`src/rtl/imem_loader.sv`:
```
// Instruction-memory loader: packs a little-endian byte stream into 32-bit words and
// writes them to sequential word addresses from 0, holding the CPU while a session runs.
module imem_loader #(
    parameter int unsigned ADDR_W = 14,
    parameter int unsigned DEPTH  = 16384
) (
    input  logic              clk,
    input  logic              rst_n,
    input  logic              load_en,
    input  logic              rx_valid,
    input  logic [7:0]        rx_data,
    output logic              rx_ready,
    output logic              imem_we,
    output logic [ADDR_W-1:0] imem_addr,
    output logic [31:0]       imem_wdata,
    output logic              cpu_hold,
    output logic              done,
    output logic [ADDR_W:0]   word_cnt,
    output logic              overflow
);

    localparam logic [ADDR_W-1:0] LastAddr = ADDR_W'(DEPTH - 1);
    localparam logic [ADDR_W:0]   FullCnt  = (ADDR_W + 1)'(DEPTH);

    typedef enum logic [2:0] {StIdle, StCollect, StWrite, StFlush, StDone} state_e;

    state_e     state;
    logic [1:0] byte_idx;
    logic       full;
    logic       take;

    assign full = (word_cnt == FullCnt);
    assign take = rx_valid && rx_ready && !full;

    always_ff @(posedge clk or negedge rst_n) begin
        if (!rst_n) begin
            state      <= StIdle;
            byte_idx   <= 2'd0;
            rx_ready   <= 1'b0;
            imem_we    <= 1'b0;
            imem_addr  <= '0;
            imem_wdata <= 32'd0;
            cpu_hold   <= 1'b0;
            done       <= 1'b0;
            word_cnt   <= '0;
            overflow   <= 1'b0;
        end else begin
            imem_we <= 1'b0;
            done    <= 1'b0;
            unique case (state)
                StIdle: begin
                    if (load_en) begin
                        state      <= StCollect;
                        rx_ready   <= 1'b1;
                        cpu_hold   <= 1'b1;
                        imem_addr  <= '0;
                        imem_wdata <= 32'd0;
                        word_cnt   <= '0;
                        byte_idx   <= 2'd0;
                        overflow   <= 1'b0;
                    end
                end
                StCollect: begin
                    if (rx_valid && full) begin
                        overflow <= 1'b1;
                    end
                    if (take) begin
                        imem_wdata[{byte_idx, 3'b000} +: 8] <= rx_data;
                        byte_idx <= byte_idx + 2'd1;
                    end
                    if (take && byte_idx == 2'd3) begin
                        state    <= StWrite;
                        rx_ready <= 1'b0;
                        imem_we  <= 1'b1;
                    end else if (!load_en) begin
                        rx_ready <= 1'b0;
                        // A byte accepted on the falling cycle still counts as a partial word.
                        if (take || byte_idx != 2'd0) begin
                            state   <= StFlush;
                            imem_we <= 1'b1;
                        end else begin
                            state <= StDone;
                            done  <= 1'b1;
                        end
                    end
                end
                StWrite, StFlush: begin
                    word_cnt   <= word_cnt + 1'b1;
                    byte_idx   <= 2'd0;
                    imem_wdata <= 32'd0;
                    if (imem_addr != LastAddr) begin
                        imem_addr <= imem_addr + 1'b1;
                    end
                    if (state == StWrite && load_en) begin
                        state    <= StCollect;
                        rx_ready <= 1'b1;
                    end else begin
                        state <= StDone;
                        done  <= 1'b1;
                    end
                end
                StDone: begin
                    state    <= StIdle;
                    cpu_hold <= 1'b0;
                end
                default: begin
                    state <= StIdle;
                end
            endcase
        end
    end

endmodule

```
`config.mk`:
```
export PLATFORM = sky130hd
export DESIGN_NAME = imem_loader
export DESIGN_NICKNAME = d
export VERILOG_FILES = /design/src/rtl/imem_loader.sv
export SDC_FILE = /design/constraint.sdc
export NUM_CORES = 1
export LEC_CHECK = 0
export BUFFER_PORTS_ARGS = -buffer_cell sky130_fd_sc_hd__buf_2
export CAP_MARGIN = 25
export CORE_ASPECT_RATIO = 1.75
export CORE_UTILIZATION = 59
export CTS_BUF_LIST = sky130_fd_sc_hd__clkbuf_16
export DETAILED_ROUTE_END_ITERATION = 7
export PLACE_DENSITY = 0.85
export SKIP_LAST_GASP = 1
export SLEW_MARGIN = 20
export SYNTH_ARGS = -nofsm -noshare
export SYNTH_HDL_FRONTEND = slang
export SYNTH_SLANG_ARGS = --single-unit
```
`constraint.sdc`:
```
create_clock -name clk -period 3.8 [get_ports clk]
set_input_delay 0.57 -clock clk [delete_from_list [all_inputs] [get_ports clk]]
set_output_delay 0.57 -clock clk [all_outputs]
set_load 0.03 [all_outputs]
```
==> out/metrics.cfg <==
[layout]
area_growth_pct=18.4
utilization_pct=73.0
layout_common_cells=buf_2 (77), dfrtp_1 (71), nand2_1 (68), mux2i_1 (45), inv_1 (41)
antenna_cells=0
drive_above_1_share_pct=23.9
final_nets=483
final_common_cell=buf_2
fin_area_mm2=0.00458
fill_cells=492

[clock_tree]
clkTransAtPathRegs_ns=0.05
cts_hold_buf=0
cts_tree=yes
post_cts_resized=0
clock_sinks=71
worstSkewPairLatency_ns=0.33
cts_root_buf=clkbuf_16
cts_max_level=3
clock_path_buffers=2
post-cts-setup-buffers=0
cts-buffers-inserted=9

[global_routing]
grt_overflow_total=0
grt_pass1_vias=3233
grt_start_max_net_pins=41
grt_pass1_wl_mm=15.8
antenna_found_initial=0
track_usage_pct=30.1

[route]
wirelength_mm=9.55
drc_errors=0
final_antenna_net_count=0
vias=3314
post_drt_wl_per_cell_um=17.4
vias_per_cell=6.04
drt_iter0_markers=400
dr.pass1.iters=5

[setup_path]
r2r_setup_slack_ns=1.58
cp_cell_sequence=inv_1, ha_1, nor4b_1, and4b_1, nand2_1, mux2i_1
path_buf_inv=1
cpMaxStageDelayCell=dfrtp_1
end_kind=flop
startpoint_type=flop
worstPathArrival_ns=2.47
crit_start=byte_idx[0]
required_ns=4.05
worstPathMaxFanout=8
cp_num_cells=6
critPathTopFamily=simple AND/OR/NAND/NOR gates
r2r_start=byte_idx[0]
cpPeakStageDelay_ns=0.50
critPathKind=reg -> reg
rr_worst_depth=6

[sta]
rsz0062_at_grt=no
hold_viol_final=0
setup_viol=0
fmax_mhz=451
period_share_pct=58.3
timing.final.ws_setup_ns=1.58
period_minus_slack_ns=2.22
skew_ns=0.00369
tightest_slew_ns=0.863
maxSlewHeadroom_pct=42.0
finalSetupTns_ns=0
slew_viol_final=0

[status]
status=complete, no violations

[pwr]
p_per_area_mw_per_mm2=570
p_leak_nw=2.31
total_power_mw=2.61
ir_drop_v=0.000412

[hold_path]
worst_hold_path_type=in -> async

[floorplan]
die_area_mm2=0.00690
io_pins=78
rows=38
start_util_pct=61.7
die_w_um=63.2
die_h_um=109
core_region_area_mm2=0.00628

[logic_synthesis]
yosysWarnings=0
synth.distinct_cells=59
synthCells=388
synth_edf_count=0
ys_seq_elements=71
syn-num-nets=407
synth_area_per_cell_um2=9.97
synthFlopType=dfrtp_1
netlist_area_mm2=0.00387
synthArstFlopShare_pct=100
seq_area_frac_synth_pct=45.9

[placed_design]
placedInstanceArea_mm2=0.00430
portBuffers=77
dp_slack_ns=1.70
place_congestion=0.871
dp_hpwl_mm=6.81

[run]
maxCapViolCount=0

==> layer usage <==
metal | up-vias | track usage [%] | routed length [um]
li1 | 1528 | - | -
met3 | 24 | 5.75 | 519
met2 | 146 | 55.2 | 5200
met4 | 0 | 14.0 | 286
met1 | 1616 | 33.1 | 3540
met5 | - | 0 | 0
==> cells by family (layout without fill, tap and decap cells) <==
group | count (synthesis) | count (layout) | synth area share [%]
compound gates | 63 | 63 | 12.8
buf+inv | 57 | 138 | 6.05
mux | 46 | 46 | 11.9
simple gates | 144 | 144 | 21.0
fa+ha+maj | 7 | 7 | 2.26
flops | 71 | 71 | 45.9
==> through the flow <==
step	std cells	hold slack [ns]
floorplan	388	0.274
global placement	532	0.479
detailed placement	532	0.486
CTS	548	0.401
global route	549	0.244
finish	549	0.206
==> registers in the layout (all words and copies together) (netlist names), 2 cells and up <==
signal	flops
imem_addr	14
imem_wdata	32
word_cnt	15
state	3
byte_idx	2
==> cell usage after synthesis (4+ instances only) <==
library cell  count  area, um2
o21ai_1           6       30.0
inv_1            40        150
a211oi_1          5       37.5
nand2b_1          6       37.5
clkbuf_1          8       30.0
and4_1            5       43.8
ha_1              7       87.6
mux2i_1          45        450
nor3_1            5       25.0
o21ai_0           7       35.0
nand4_1           8       50.1
a21oi_1          14       70.1
dfrtp_1          71       1780
nand3_1          10       50.1
nand2_1          68        255
buf_2             4       20.0
nor2_1            8       30.0
o31ai_1           6       45.0
and3_1            9       56.3
==> power breakdown <==
part / leakage (nW) / internal, mW / switching (mW) / total (mW)
registers: 0.978 / 0.832 / 0.118 / 0.950
clock network: 0.135 / 0.429 / 0.297 / 0.725
logic: 1.20 / 0.326 / 0.611 / 0.937
total: 2.31 / 1.59 / 1.03 / 2.61
==> layout make-up <==
class	instances	area, um2	share of cell area [%]
tap	80	100	2.18
multi-input combinational	260	1860	40.6
sequential	71	1780	38.8
clock inverter	7	31.3	0.683
timing repair buffer	81	435	9.50
clock buffer	9	225	4.92
inverter	41	154	3.36
==> path summary, 6_finish.rpt <==
kind	endpoint
setup / recovery	imem_wdata[31]
hold / removal	imem_addr[4]
setup reg to reg	imem_wdata[31]
hold reg to reg	overflow
max in group asynchronous	word_cnt[8]
min in group clk	overflow
(Power assumes the default switching activity.)
